`src/rtl/vid_pal_sched_if.sv`:
```
// Palette scheduler bus: shadow write port, commit commands, vblank pulse,
// registered palette write port and status flags.
interface vid_pal_sched_if #(
  parameter int AW = 8,
  parameter int DW = 16
);
  logic [AW-1:0] shd_addr;
  logic [DW-1:0] shd_data;
  logic          shd_we;
  logic          shd_rdy;
  logic          cmd_commit;
  logic          cmd_now;
  logic          vid_vbl_start;
  logic [AW-1:0] pal_w_addr;
  logic [DW-1:0] pal_w_data;
  logic          pal_w_ena;
  logic          stat_pending;
  logic          stat_busy;
  logic          stat_done;

  modport master (
    output shd_addr, shd_data, shd_we,
    output cmd_commit, cmd_now, vid_vbl_start,
    input  shd_rdy, pal_w_addr, pal_w_data, pal_w_ena,
    input  stat_pending, stat_busy, stat_done
  );

  modport slave (
    input  shd_addr, shd_data, shd_we,
    input  cmd_commit, cmd_now, vid_vbl_start,
    output shd_rdy, pal_w_addr, pal_w_data, pal_w_ena,
    output stat_pending, stat_busy, stat_done
  );
endinterface

```
`src/rtl/vid_pal_sched.sv`:
```
// Shadow palette RAM copied into the live palette on vblank or on demand.
// Ports: clk, rst (sync, active-high), bus (vid_pal_sched_if.slave).
module vid_pal_sched #(
  parameter int AW = 8,
  parameter int DW = 16
) (
  input logic clk,
  input logic rst,
  vid_pal_sched_if.slave bus
);
  localparam int N = 1 << AW;

  localparam logic [1:0] S_IDLE  = 2'd0;
  localparam logic [1:0] S_ARMED = 2'd1;
  localparam logic [1:0] S_COPY  = 2'd2;

  logic [1:0]    state;
  logic [AW:0]   idx;
  logic          rearm;
  logic [AW-1:0] w_addr;
  logic [DW-1:0] w_data;
  logic          w_ena;
  logic          done;
  logic          busy;
  logic          last;

  logic [DW-1:0] mem [N];

  // Busy spans COPY plus the trailing registered write cycle.
  assign busy = (state == S_COPY) | w_ena;
  assign last = (idx == (AW+1)'(N - 1));

  assign bus.shd_rdy      = ~busy;
  assign bus.pal_w_addr   = w_addr;
  assign bus.pal_w_data   = w_data;
  assign bus.pal_w_ena    = w_ena;
  assign bus.stat_pending = (state == S_ARMED);
  assign bus.stat_busy    = busy;
  assign bus.stat_done    = done;

  always_ff @(posedge clk) begin
    if (!rst && bus.shd_we && !busy)
      mem[bus.shd_addr] <= bus.shd_data;
  end

  always_ff @(posedge clk) begin
    if (rst) begin
      state  <= S_IDLE;
      idx    <= '0;
      rearm  <= 1'b0;
      w_addr <= '0;
      w_data <= '0;
      w_ena  <= 1'b0;
      done   <= 1'b0;
    end else begin
      // The RAM read register doubles as the palette write data register.
      w_ena <= (state == S_COPY);
      if (state == S_COPY) begin
        w_addr <= idx[AW-1:0];
        w_data <= mem[idx[AW-1:0]];
      end
      done <= w_ena && (w_addr == {AW{1'b1}});

      unique case (state)
        S_IDLE: begin
          if (bus.cmd_now) begin
            state <= S_COPY;
            idx   <= '0;
          end else if (bus.cmd_commit) begin
            state <= S_ARMED;
          end
        end
        S_ARMED: begin
          if (bus.vid_vbl_start || bus.cmd_now) begin
            state <= S_COPY;
            idx   <= '0;
          end
        end
        S_COPY: begin
          idx <= idx + 1'b1;
          if (bus.cmd_commit || bus.cmd_now)
            rearm <= 1'b1;
          if (last) begin
            idx   <= '0;
            rearm <= 1'b0;
            if (rearm || bus.cmd_commit || bus.cmd_now)
              state <= S_ARMED;
            else
              state <= S_IDLE;
          end
        end
        default: begin
          state <= S_IDLE;
          idx   <= '0;
          rearm <= 1'b0;
        end
      endcase
    end
  end
endmodule

```
`src/flat_wrapper.sv`:
```
// flat-port wrapper written by rule: the top's interface ports become plain ports
module vid_pal_sched_flat 
#(
  parameter int AW = 8,
  parameter int DW = 16
)
  (clk, rst, bus_shd_addr, bus_shd_data, bus_shd_we, bus_cmd_commit, bus_cmd_now, bus_vid_vbl_start, bus_shd_rdy, bus_pal_w_addr, bus_pal_w_data, bus_pal_w_ena, bus_stat_pending, bus_stat_busy, bus_stat_done);
  vid_pal_sched_if #(.AW(AW), .DW(DW)) bus_i ();
  input logic clk;
  input logic rst;
  input wire logic [$bits(bus_i.shd_addr)-1:0] bus_shd_addr;
  input wire logic [$bits(bus_i.shd_data)-1:0] bus_shd_data;
  input wire logic [$bits(bus_i.shd_we)-1:0] bus_shd_we;
  input wire logic [$bits(bus_i.cmd_commit)-1:0] bus_cmd_commit;
  input wire logic [$bits(bus_i.cmd_now)-1:0] bus_cmd_now;
  input wire logic [$bits(bus_i.vid_vbl_start)-1:0] bus_vid_vbl_start;
  output wire logic [$bits(bus_i.shd_rdy)-1:0] bus_shd_rdy;
  output wire logic [$bits(bus_i.pal_w_addr)-1:0] bus_pal_w_addr;
  output wire logic [$bits(bus_i.pal_w_data)-1:0] bus_pal_w_data;
  output wire logic [$bits(bus_i.pal_w_ena)-1:0] bus_pal_w_ena;
  output wire logic [$bits(bus_i.stat_pending)-1:0] bus_stat_pending;
  output wire logic [$bits(bus_i.stat_busy)-1:0] bus_stat_busy;
  output wire logic [$bits(bus_i.stat_done)-1:0] bus_stat_done;
  assign bus_i.shd_addr = bus_shd_addr;
  assign bus_i.shd_data = bus_shd_data;
  assign bus_i.shd_we = bus_shd_we;
  assign bus_i.cmd_commit = bus_cmd_commit;
  assign bus_i.cmd_now = bus_cmd_now;
  assign bus_i.vid_vbl_start = bus_vid_vbl_start;
  assign bus_shd_rdy = bus_i.shd_rdy;
  assign bus_pal_w_addr = bus_i.pal_w_addr;
  assign bus_pal_w_data = bus_i.pal_w_data;
  assign bus_pal_w_ena = bus_i.pal_w_ena;
  assign bus_stat_pending = bus_i.stat_pending;
  assign bus_stat_busy = bus_i.stat_busy;
  assign bus_stat_done = bus_i.stat_done;
  vid_pal_sched #(.AW(AW), .DW(DW)) u_core (.clk(clk), .rst(rst), .bus(bus_i));
endmodule
```
`config.mk`:
```
export PLATFORM = sky130hd
export DESIGN_NAME = vid_pal_sched_flat
export DESIGN_NICKNAME = d
export VERILOG_FILES = /design/src/rtl/vid_pal_sched_if.sv /design/src/rtl/vid_pal_sched.sv /design/src/flat_wrapper.sv
export SDC_FILE = /design/constraint.sdc
export NUM_CORES = 2
export LEC_CHECK = 0
export CAP_MARGIN = 10
export CORE_AREA = 2 2 682 684
export CTS_BUF_LIST = sky130_fd_sc_hd__clkbuf_8
export CTS_CLUSTER_SIZE = 24
export DETAILED_ROUTE_END_ITERATION = 8
export DIE_AREA = 0 0 684 686
export HOLD_SLACK_MARGIN = 0.08
export PLACE_DENSITY = 0.55
export SLEW_MARGIN = 20
export SYNTH_ARGS = -nofsm -noshare
export SYNTH_HDL_FRONTEND = slang
export SYNTH_SLANG_ARGS = --single-unit
export TNS_END_PERCENT = 5
```
`constraint.sdc`:
```
create_clock -name clk -period 8.99 [get_ports clk]
set_input_delay 1.3485 -clock clk [delete_from_list [all_inputs] [get_ports clk]]
set_output_delay 1.3485 -clock clk [all_outputs]
set_load 0.03 [all_outputs]
```
==> key figures <==
Worst setup path
  – Required time at the endpoint of the critical path: 9.90 ns
  – Number of buffer and inverter stages on the critical path: 3
  – Data arrival time at the worst-slack endpoint: 6.41 ns
  – R2R depth: 9
  – Crit path max-delay family: simple AND/OR/NAND/NOR gates
  – Capture point of the worst reg-to-reg path: u_core.mem[72][0]$_DFFE_PP_
  – Reg2Reg Setup Slack: 3.50 ns
  – Worst stage delay on the critical path: 0.92 ns
  – Sequence of cells on the critical path: nor2b_4 -> nor2_1 -> inv_1 -> nor3b_1 -> nor3b_1 -> nand2_2 -> buf_4 -> nor2_1 -> buf_4
  – Worst-path fanout max: 9
  – Category of the worst setup path launch point: register
  – Category of the critical setup timing path: reg2reg
  – Crit Reg-Reg Startpoint: u_core.state[0]$_SDFFE_PP0P_
  – Capturing element type of the critical path: register
  – CP max-delay cell: sky130_fd_sc_hd__nor3b_1

Final layout
  – Most common cell after layout, fill and taps aside: sky130_fd_sc_hd__edfxtp_1
  – Number of nets at the end of the flow: 8058
  – Fraction of layout cells with a size suffix above 1: 24.8%
  – Post-route insts no fill: 14700
  – Area growth, synth to finish: 12.3%
  – Commonest cells after routing, fill and taps aside: sky130_fd_sc_hd__edfxtp_1 (4096), sky130_fd_sc_hd__mux4_2 (741), sky130_fd_sc_hd__clkbuf_8 (678)
  – Share of the core filled with cells in the final layout: 39.1%
  – Total non-filler cell area in the finished layout: 181000 sq um

Route
  – Via Count: 82900
  – DRC violations left: 0
  – Router iterations before antenna repair: 5
  – Via density per instance: 5.62
  – Routed wire length: 496 mm
  – Routed WL per cell: 33.6 um
  – Antenna-violating nets left: 0
  – DR iter-0 viols: 12100

Clocking
  – Clock-pin slew on the worst setup and hold paths: 0.06 ns
  – Max Root-Sink Buffers: 4
  – Total clock buffers created by CTS: 667
  – Post-CTS Setup Repair Bufs: 0
  – TritonCTS clock tree: built
  – Number of gates given a new drive strength after cts: 0
  – Clock Latency Late Sink: 1.23 ns
  – CTS sink cnt: 4134
  – Clock root buffer: sky130_fd_sc_hd__clkbuf_8
  – Number of H-tree levels: 6
  – Hold-fix buffers, CTS: 0

Floorplanning
  – # IOs: 59
  – Total die area: 469000 sq um
  – Number of core rows: 250
  – Die extent in y: 686 um
  – Starting density of the core: 34.8%
  – Core area: 462000 sq um
  – Die X-Extent: 684 um

Global routing
  – First-pass GRT wire length: 674 mm
  – Overall routing resource usage: 20.5%
  – Maximum number of pins on one net before global-route repair: 165
  – Total global routing overflow: 0
  – Antenna violations before repair: 48
  – Via count of the first global-routing pass: 81800

Placed design
  – Setup WS pre-CTS: 3.11 ns
  – PortBufs: 58
  – RePlAce Congestion: 0.837
  – Half-perimeter wire length after detailed placement: 290 mm
  – DP Cell Count: 13500
  – Instance area at placement: 168000 sq um

STA
  – Final worst-path cycle share: 61.1%
  – Setup Viol. Count Final: 0
  – Final worst clock skew: 0.0759 ns
  – Shortest period the worst path allows: 5.49 ns
  – Fmax: 182 MHz
  – Smallest setup slack after layout: 3.50 ns
  – Unrepaired setup endpoints after global routing: no
  – Headroom to the max-slew limit: 12.6%
  – Setup tns final: 0 ns
  – Final worst hold slack: 0.455 ns
  – Slew at the pin with the worst max-slew slack: 1.28 ns
  – Number of endpoints with negative hold slack in the final report: 0
  – Final slew viol count: 0

Logic synthesis
  – Sequential area share after synthesis: 76.9%
  – Syn Inst Count: 7462
  – Post-synthesis area per instance: 21.6 sq um
  – Leading register cell type out of synthesis: sky130_fd_sc_hd__edfxtp_1
  – Number of enable-type register cells in the synthesized netlist: 4096
  – Cell Area, Synth: 161000 sq um
  – Flip-flop and latch count after synthesis: 4134
  – Unique cell type count in the Yosys netlist: 90
  – Mapped Nets: 7493
  – Yosys warning total: 0
  – Async set-or-reset flop fraction in the synthesized netlist: 0%

Worst hold path
  – Worst hold path depth: 2
  – Hold endpoint: u_core.idx[8]$_SDFFE_PP0P_
  – Worst Min Path Start: u_core.idx[8]$_SDFFE_PP0P_
  – Worst hold path class: reg2reg

Power and ir drop
  – Power per standard cell area: 212 nW/um^2
  – Leak: 54.6 nW
  – Overall power of the completed layout: 38.2 mW
  – Worst IR Drop VDD: 0.000141 V

Run status
  – Run status: finished, final reports clean

Job
  – Number of violations of the max-capacitance limit: 0
cell usage after synthesis (7+ instances only):
cell type                   number  area (sq um)
sky130_fd_sc_hd__o21ai_1        14          70.1
sky130_fd_sc_hd__or2_2           8          50.1
sky130_fd_sc_hd__o211ai_1       20           150
sky130_fd_sc_hd__mux4_1         95          2500
sky130_fd_sc_hd__nand2_1       173           649
sky130_fd_sc_hd__o21ai_0        58           290
sky130_fd_sc_hd__nand4_1        12          75.1
sky130_fd_sc_hd__o32ai_1         7          61.3
sky130_fd_sc_hd__nor2_1        393          1480
sky130_fd_sc_hd__buf_12         35           701
sky130_fd_sc_hd__mux2_2         13           146
sky130_fd_sc_hd__o22ai_1        92           576
sky130_fd_sc_hd__nor2b_1        16           100
sky130_fd_sc_hd__mux2i_1       489          4890
sky130_fd_sc_hd__o221ai_1       91           797
sky130_fd_sc_hd__nor3_1         18          90.1
sky130_fd_sc_hd__clkbuf_8       56           771
sky130_fd_sc_hd__a221oi_2        7           105
sky130_fd_sc_hd__edfxtp_1     4096        123000
sky130_fd_sc_hd__a211oi_1       53           398
sky130_fd_sc_hd__a32oi_1         8          70.1
sky130_fd_sc_hd__a22oi_1        80           601
sky130_fd_sc_hd__a21oi_1       157           786
sky130_fd_sc_hd__buf_4          30           225
sky130_fd_sc_hd__a22o_1         26           228
sky130_fd_sc_hd__dfxtp_1        38           761
sky130_fd_sc_hd__clkbuf_1      116           435
sky130_fd_sc_hd__mux4_2        741         16700
sky130_fd_sc_hd__a31oi_1        30           188
sky130_fd_sc_hd__a211o_1         9          78.8
sky130_fd_sc_hd__nor4_1         10          62.6
sky130_fd_sc_hd__a311oi_1       12           105
sky130_fd_sc_hd__buf_1          11          41.3
sky130_fd_sc_hd__buf_2          83           415
sky130_fd_sc_hd__a2111oi_0      10          87.6
sky130_fd_sc_hd__nand3_1        46           230
sky130_fd_sc_hd__buf_8          42           631
sky130_fd_sc_hd__buf_6          62           698
sky130_fd_sc_hd__a221oi_1       83           727
sequential cells by signal, summed over array words and instances (netlist names):
| name | count |
|---|---|
| u_core.mem | 4096 |
| u_core.bus.pal_w_data | 16 |
| u_core.state | 2 |
| u_core.idx | 9 |
| u_core.rearm | 1 |
| u_core.bus.stat_done | 1 |
| u_core.bus.pal_w_addr | 8 |
| u_core.bus.pal_w_ena | 1 |
area by class of cell:
cell class	count	area (sq um)
multi-input cells	2873	33700
fillers	41300	281000
diodes	11	27.5
flip-flops and latches	4134	124000
well taps	6174	7720
inverters	9	41.3
clock buffers	678	9330
clock inverters	526	2920
repair buffers	342	3090
worst min-delay path: stages, from the launching register on:
cell                       delay [ns]
sky130_fd_sc_hd__dfxtp_1         0.31
sky130_fd_sc_hd__nand2b_1        0.06
sky130_fd_sc_hd__a21oi_1         0.04
power breakdown:
part	switching, mW	leakage (nW)	internal [mW]	total [mW]
clock network	7.68	7.05	7.53	15.2
logic	1.14	10.4	0.613	1.75
registers	0.0468	37.1	21.2	21.3
total	8.87	54.6	29.4	38.2
layer usage:
metal	routed length (um)	global-route usage (%)	vias to the layer above
met4	15500	6.06	12
met2	228000	31.8	4702
met1	200000	28.4	44700
met3	53100	5.36	759
met5	84	0	-
li1	-	-	32800
logic make-up (layout without fill, tap and decap cells):
family	after synthesis	after routing	synth area share, %
other	0	11	0
buffers and inverters	455	1555	2.51
xor gates and xnor gates	5	5	0.0272
and+or+nand+nor	726	726	1.92
adders and majority gates	1	1	0.00777
muxes	1338	1338	15.1
DFF	4134	4134	76.9
AOI/OAI and AO/OA	803	803	3.57
worst max path at each step:
| stage | start | end | depth (start not counted) |
|---|---|---|---|
| floorplan | rst | u_core.mem[220][0]$_DFFE_PP_ | 6 |
| CTS | u_core.state[1]$_SDFFE_PP0P_ | u_core.mem[72][0]$_DFFE_PP_ | 9 |
| global placement | bus_shd_we | u_core.mem[124][2]$_DFFE_PP_ | 6 |
| detailed placement | bus_shd_we | u_core.mem[72][0]$_DFFE_PP_ | 7 |
| global route | u_core.state[1]$_SDFFE_PP0P_ | u_core.mem[72][0]$_DFFE_PP_ | 9 |
| finish | u_core.state[0]$_SDFFE_PP0P_ | u_core.mem[72][0]$_DFFE_PP_ | 9 |
No activity file was read; power rests on OpenSTA's default activity.
